[src/rtl/kbd_pkg.sv]
// Shared definitions for the keyboard event scheduler: event layout,
// repeat FSM encoding and default typematic timing.
package kbd_pkg;

    localparam int EV_W          = 19;
    localparam int EV_REPEAT_BIT = 18;

    localparam int DEF_DEPTH         = 8;
    localparam int DEF_REPEAT_DELAY  = 25000000;
    localparam int DEF_REPEAT_PERIOD = 1666667;
    localparam int DEF_CNT_W         = 25;

    localparam logic [1:0] ST_IDLE   = 2'd0;
    localparam logic [1:0] ST_DELAY  = 2'd1;
    localparam logic [1:0] ST_REPEAT = 2'd2;

    function automatic logic [EV_W-1:0] make_event(
        input logic       rep,
        input logic       e0,
        input logic       is_ascii,
        input logic [7:0] ascii,
        input logic [7:0] code
    );
        return {rep, e0, is_ascii, ascii, code};
    endfunction

endpackage

[src/rtl/kbd_event_fifo.sv]
// Synchronous FIFO with registered occupancy; head entry read combinationally.
module kbd_event_fifo #(
    parameter int DEPTH = 8,
    parameter int W     = 19
) (
    input  logic                   clk,
    input  logic                   clrn,
    input  logic                   push,
    input  logic                   pop,
    input  logic [W-1:0]           din,
    output logic [W-1:0]           dout,
    output logic                   full,
    output logic                   empty,
    output logic [$clog2(DEPTH):0] count
);

    localparam int AW = $clog2(DEPTH);

    logic [W-1:0]  mem [DEPTH];
    logic [AW-1:0] wr_ptr;
    logic [AW-1:0] rd_ptr;
    logic          do_push;
    logic          do_pop;

    assign empty   = (count == '0);
    assign full    = (count == (AW+1)'(DEPTH));
    assign do_pop  = pop & ~empty;
    // A pop frees the slot for a same-cycle push when full
    assign do_push = push & (~full | do_pop);
    assign dout    = mem[rd_ptr];

    always_ff @(posedge clk or negedge clrn) begin
        if (!clrn) begin
            wr_ptr <= '0;
            rd_ptr <= '0;
            count  <= '0;
            for (int i = 0; i < DEPTH; i++) begin
                mem[i] <= '0;
            end
        end else begin
            if (do_push) begin
                mem[wr_ptr] <= din;
                wr_ptr      <= wr_ptr + 1'b1;
            end
            if (do_pop) begin
                rd_ptr <= rd_ptr + 1'b1;
            end
            unique case ({do_push, do_pop})
                2'b10:   count <= count + 1'b1;
                2'b01:   count <= count - 1'b1;
                default: count <= count;
            endcase
        end
    end

endmodule

[src/rtl/kbd_event_scheduler.sv]
// Keyboard event queue with typematic auto-repeat.
// Define KBD_REPEAT_EN to compile in the repeat FSM and timer.
module kbd_event_scheduler
    import kbd_pkg::*;
#(
    parameter int DEPTH         = DEF_DEPTH,
    parameter int REPEAT_DELAY  = DEF_REPEAT_DELAY,
    parameter int REPEAT_PERIOD = DEF_REPEAT_PERIOD,
    parameter int CNT_W         = DEF_CNT_W
) (
    input  logic                   clk,
    input  logic                   clrn,
    input  logic                   key_valid,
    input  logic [7:0]             key_code,
    input  logic                   key_e0,
    input  logic [7:0]             key_ascii,
    input  logic                   key_is_ascii,
    input  logic                   key_down,
    output logic                   ev_valid,
    input  logic                   ev_ready,
    output logic [EV_W-1:0]        ev_data,
    output logic [$clog2(DEPTH):0] ev_count,
    output logic                   ovf,
    input  logic                   ovf_clr
);

    logic            full;
    logic            empty;
    logic            pop;
    logic            push;
    logic [EV_W-1:0] din;
    logic [EV_W-1:0] real_ev;

    assign real_ev  = make_event(1'b0, key_e0, key_is_ascii,
                                 key_ascii, key_code);
    assign ev_valid = ~empty;
    assign pop      = ev_valid & ev_ready;

`ifdef KBD_REPEAT_EN
    logic [1:0]        state;
    logic [CNT_W-1:0]  timer;
    logic [EV_W-2:0]   cand;
    logic              rep_fire;

    // Release in the expiry cycle suppresses the repeat
    assign rep_fire = (state != ST_IDLE) & key_down & (timer == '0);
    assign push     = key_valid | rep_fire;
    assign din      = key_valid ? real_ev : {1'b1, cand};

    always_ff @(posedge clk or negedge clrn) begin
        if (!clrn) begin
            state <= ST_IDLE;
            timer <= '0;
            cand  <= '0;
        end else if (key_valid & key_is_ascii) begin
            cand  <= real_ev[EV_REPEAT_BIT-1:0];
            timer <= CNT_W'(REPEAT_DELAY - 1);
            state <= ST_DELAY;
        end else if (key_valid) begin
            state <= ST_IDLE;
            timer <= '0;
        end else if (state != ST_IDLE) begin
            if (!key_down) begin
                state <= ST_IDLE;
                timer <= '0;
            end else if (timer == '0) begin
                timer <= CNT_W'(REPEAT_PERIOD - 1);
                state <= ST_REPEAT;
            end else begin
                timer <= timer - 1'b1;
            end
        end
    end
`else
    logic unused_ok;

    assign push      = key_valid;
    assign din       = real_ev;
    assign unused_ok = key_down ^ (REPEAT_DELAY == 0)
                     ^ (REPEAT_PERIOD == 0) ^ (CNT_W == 0);
`endif

    kbd_event_fifo #(
        .DEPTH (DEPTH),
        .W     (EV_W)
    ) u_fifo (
        .clk   (clk),
        .clrn  (clrn),
        .push  (push),
        .pop   (pop),
        .din   (din),
        .dout  (ev_data),
        .full  (full),
        .empty (empty),
        .count (ev_count)
    );

    // Only real key events count as lost; dropped repeats are silent
    always_ff @(posedge clk or negedge clrn) begin
        if (!clrn) begin
            ovf <= 1'b0;
        end else if (key_valid & full & ~pop) begin
            ovf <= 1'b1;
        end else if (ovf_clr) begin
            ovf <= 1'b0;
        end
    end

endmodule
[config.mk]
export PLATFORM = sky130hd
export DESIGN_NAME = kbd_event_scheduler
export DESIGN_NICKNAME = d
export VERILOG_FILES = /design/src/rtl/kbd_pkg.sv /design/src/rtl/kbd_event_fifo.sv /design/src/rtl/kbd_event_scheduler.sv
export SDC_FILE = /design/constraint.sdc
export NUM_CORES = 1
export LEC_CHECK = 0
export ABC_AREA = 1
export CAP_MARGIN = 10
export CORE_MARGIN = 2
export CORE_UTILIZATION = 35
export DETAILED_ROUTE_END_ITERATION = 8
export PLACE_DENSITY = 0.54
export SYNTH_ARGS = -nofsm -noshare
export SYNTH_HDL_FRONTEND = slang
export SYNTH_HIERARCHICAL = 1
export SYNTH_SLANG_ARGS = --single-unit
[constraint.sdc]
create_clock -name clk -period 3.4 [get_ports clk]
set_clock_uncertainty 0.2 [all_clocks]
set_input_delay 0.34 -clock clk [delete_from_list [all_inputs] [get_ports clk]]
set_output_delay 0.34 -clock clk [all_outputs]
set_load 0.02 [all_outputs]
==> results.txt <==
----------------------------------------------------
[Yosys]
  Count of yosys warnings during synthesis ... 6
  Synthesized instance count ... 1142
  Mapped Avg Cell Area ... 7.53 sq um
  Synthesized Nets ... 1172
  Share of synthesized cell area in and, or, nand and nor gates ... 0.387
  FFs w/ async S/R, synth ... 1.00
  Number of flops mapped to enable cells by yosys ... 0
  Share of synthesized area spent on multiplexers ... 0
  Synthesized cell area ... 8600 sq um
  Register bit count reported by yosys ... 163
  Synthesized-area fraction occupied by ao, oa, aoi and oai cells ... 0.0471
  Main combinational cell family by area after synthesis ... simple AND/OR/NAND/NOR gates
  Synth Area in XOR/XNOR ... 0.00509
  Unique masters post-synth ... 30
  Share of synthesized cell area in full adder, half adder and majority cells ... 0.00960
  Most frequently used flop master after synthesis ... dfrtp_1
  Sequential element share of the synthesized area ... 0.474

[Clocking]
  CTS tree ... done
  Level count of the clock H-tree ... 4
  Clock slew seen by the registers of the worst setup and hold paths ... 0.06 ns
  Number of buffers on the longest clock path ... 2
  Post-CTS resize count ... 0
  Count of clock tree sinks ... 163
  Number of buffers inserted by post-CTS setup repair ... 0
  Clock latency at the later pin of the worst-skew pair ... 0.43 ns
  Clock buffer count from CTS ... 17
  Buffer type at the clock tree root ... clkbuf_16

[Layout]
  Synth-to-layout area growth ... 15.0%
  Antenna cells ... 0
  Total area of multi-input combinational cells ... 3870 sq um
  Number of nets in the final layout ... 1169
  Share of post-route cells with drive strength above 1 ... 0.0773
  Number of fill cells in the layout ... 2541
  Final Instance Area ... 9890 sq um
  Sequential standard cell area ... 4080 sq um
  Count of non-filler cells in the finished layout ... 1476

[Die]
  Core Footprint ... 24200 sq um
  Vertical extent of the die ... 161 um
  Number of top-level pins ... 49
  Starting density of the core ... 0.355
  FP Rows ... 57
  Die width ... 161 um
  Die Outline Area ... 25800 sq um

[Run status]
  Status ... finished clean

[Placed design]
  Total of buffers placed on input and output ports ... 47
  Detailed placer's ending HPWL ... 15.0 mm
  Cell count after placement ... 1443
  Setup slack at placement ... 0.677 ns
  Global placer's final weighted congestion ... 0.758
  Placed Area ... 9260 sq um

[Setup path]
  Worst path most repeated cell ... nand2_1
  Delay of the slowest cell on the worst path ... 0.63 ns
  Cell breakdown of the critical path ... inv_2 > buf_12 > nand2_1 > nand2_1 > nand2_1 > o21ai_0 > nand2_1 > nand2_1 > clkdlybuf4s50_1
  Critical Setup Path Class ... reg2out
  Worst Setup End Kind ... primary output
  R2R cell count ... 15
  Crit path max-delay cell type ... clkdlybuf4s50_1
  Arrival time worst endpoint ... 2.57 ns
  Largest delay share family, worst path ... buffers and inverters
  Top fanout value on the critical path ... 31
  Nature of the critical path startpoint ... flip-flop
  Data required time at the worst endpoint ... 2.86 ns
  WP buf/inv ... 3
  Cell depth of the worst setup path ... 9

[Routing]
  Number of DRC violations after detailed-routing iteration 0 ... 636
  Count of nets left with antenna violations after detail routing ... 0
  Length of the first detailed-routing pass in iterations ... 5
  Routed WL per cell ... 18.5 um
  DRC ... 0
  DR vias/cell ... 5.22
  Detailed Route WL ... 27.3 mm
  Total vias in the final route ... 7711

[Run]
  Max Cap Violations ... 0

[STA]
  Endpoints failing hold ... 0
  Worst max-slew margin expressed relative to the limit ... 0.422
  Setup Viol. Count Final ... 0
  Top achievable clock speed ... 321 MHz
  Worst hold slack across all endpoints ... 0.139 ns
  Least-Margin Pin Slew ... 0.862 ns
  Final critical-path setup slack ... 0.285 ns
  Post-route clock period utilization ... 0.916
  Setup total negative slack ... 0 ns
  RSZ-0062 raised after global routing ... no
  Number of slew-limit violations in the final report ... 0
  Time the final worst path needs with I/O delays and setup ... 3.11 ns

[GRT]
  Via count of the first global-routing pass ... 7648
  First-pass GRT wire length ... 43.4 mm
  Overall global routing resource usage ... 0.217
  Pin count of the biggest net entering global routing ... 162
  Total congestion overflow after global routing ... 0
  Number of antenna violations at the first check in global routing ... 0

[Worst hold path]
  Worst hold path depth ... 4
  Worst hold path type ... in2reg

[Pwr]
  Peak VDD IR ... 0.000389 V
  Leak pwr ... 5.00 nW
  Total power density per cell area ... 1020 nW/um^2

----------------------------------------------------
[cells in the final DEF (no fill, tap or decap), types with 2 or more instances in the layout]
cell               n
bufinv_16          3
clkbuf_1           2
clkbuf_16         17
clkinv_4           4
clkinvlp_4         2
xor2_1             2
clkbuf_8           3
o21ai_0           78
nand3_2            6
inv_1             16
o21ai_1            3
nor2_2             6
nor2_1            99
nand3_1            2
dfrtp_1          162
inv_2              3
clkdlybuf4s50_1   45
ha_1               5
xnor2_1            3
buf_4             30
buf_12             7
nand4_1          152
nand3_4            2
nand2_1          488
[synthesized netlist by cell type, types with 5 or more instances]
cell / n / area share
buf_2: 47 / 0.027
inv_1: 17 / 0.0074
dfrtp_1: 163 / 0.47
buf_1: 8 / 0.0035
buf_4: 24 / 0.021
nor2_1: 103 / 0.045
clkbuf_1: 14 / 0.0061
ha_1: 5 / 0.0073
clkbuf_2: 10 / 0.0058
nand4_1: 152 / 0.11
o21ai_0: 78 / 0.045
nand3_2: 6 / 0.0070
nand2_1: 488 / 0.21
[worst paths after layout]
check / slack, ns / start / end
min reg2reg: 0.27 / u_fifo/mem[79] / u_fifo/mem[79]
min in group asynchronous: 0.28 / clrn / u_fifo/mem[132]
max: 0.29 / u_fifo/rd_ptr[0] / ev_data[9]
max reg2reg: 0.69 / u_fifo/count[0] / u_fifo/count[3]
max in group asynchronous: 1.81 / clrn / u_fifo/mem[68]
min: 0.14 / key_valid / u_fifo/wr_ptr[0]
[cell type report]
type                            instances  share of cell area
Sequential cell                       163               0.413
Multi-Input combinational cell        853               0.391
Timing Repair Buffer                   84              0.0846
Clock buffer                           22              0.0479
Tap cell                              324              0.0410
Clock inverter                         10              0.0151
Inverter                               20             0.00759
[power breakdown]
part	switching [mW]	internal [mW]	total [mW]	leakage [nW]
clock network	0.828	1.22	2.05	0.297
logic	3.08	1.69	4.77	2.65
registers	0.479	2.83	3.31	2.05
total	4.39	5.74	10.1	5.00
[flip-flops by register name, summed over array words and instances, names as in the netlist]
register,cells
ovf,1
u_fifo/count,4
u_fifo/mem,152
u_fifo/rd_ptr,3
u_fifo/wr_ptr,3
[worst reg2reg max path: stages (launching register included)]
cell and delay [ns]:
dfrtp_1 0.44, nor2_1 0.17, nand3_1 0.11, inv_1 0.08, inv_2 0.04, nand2_2 0.05, inv_1 0.05, nand3b_1 0.21
nand2_1 0.21, ha_1 0.26, ha_1 0.27, or2_2 0.29, nand3_1 0.09, nand2_1 0.05, nand2_1 0.05, nand2_1 0.04
[cell families (layout without fill, tap and decap cells)]
| logic type | after synthesis | in the layout |
|---|---|---|
| adders and majority gates | 6 | 6 |
| AOI/OAI and AO/OA | 81 | 81 |
| and+or+nand+nor | 760 | 760 |
| DFF | 163 | 163 |
| buffers and inverters | 126 | 136 |
| other | 1 | 1 |
| xor gates and xnor gates | 5 | 5 |
[routing by layer]
metal,vias to the layer above,wire length (um),track usage
met5,-,0,0
met4,0,359,0.0560
met3,28,1330,0.0323
met2,187,13100,0.361
met1,3767,12500,0.299
li1,3729,-,-
[timing repair]
action	CTS	global route
setup endpoints to repair	0	0
endpoints found under the hold margin	68	0
hold buffers	1	0
[stage by stage]
stage / util / power (mW)
floorplan: - / 6.35
global placement: 0.382 / 8.04
detailed placement: 0.382 / 8.11
CTS: 0.408 / 10.2
global route: 0.408 / 10.9
finish: 0.408 / 10.1
(Power assumes the default switching activity.)
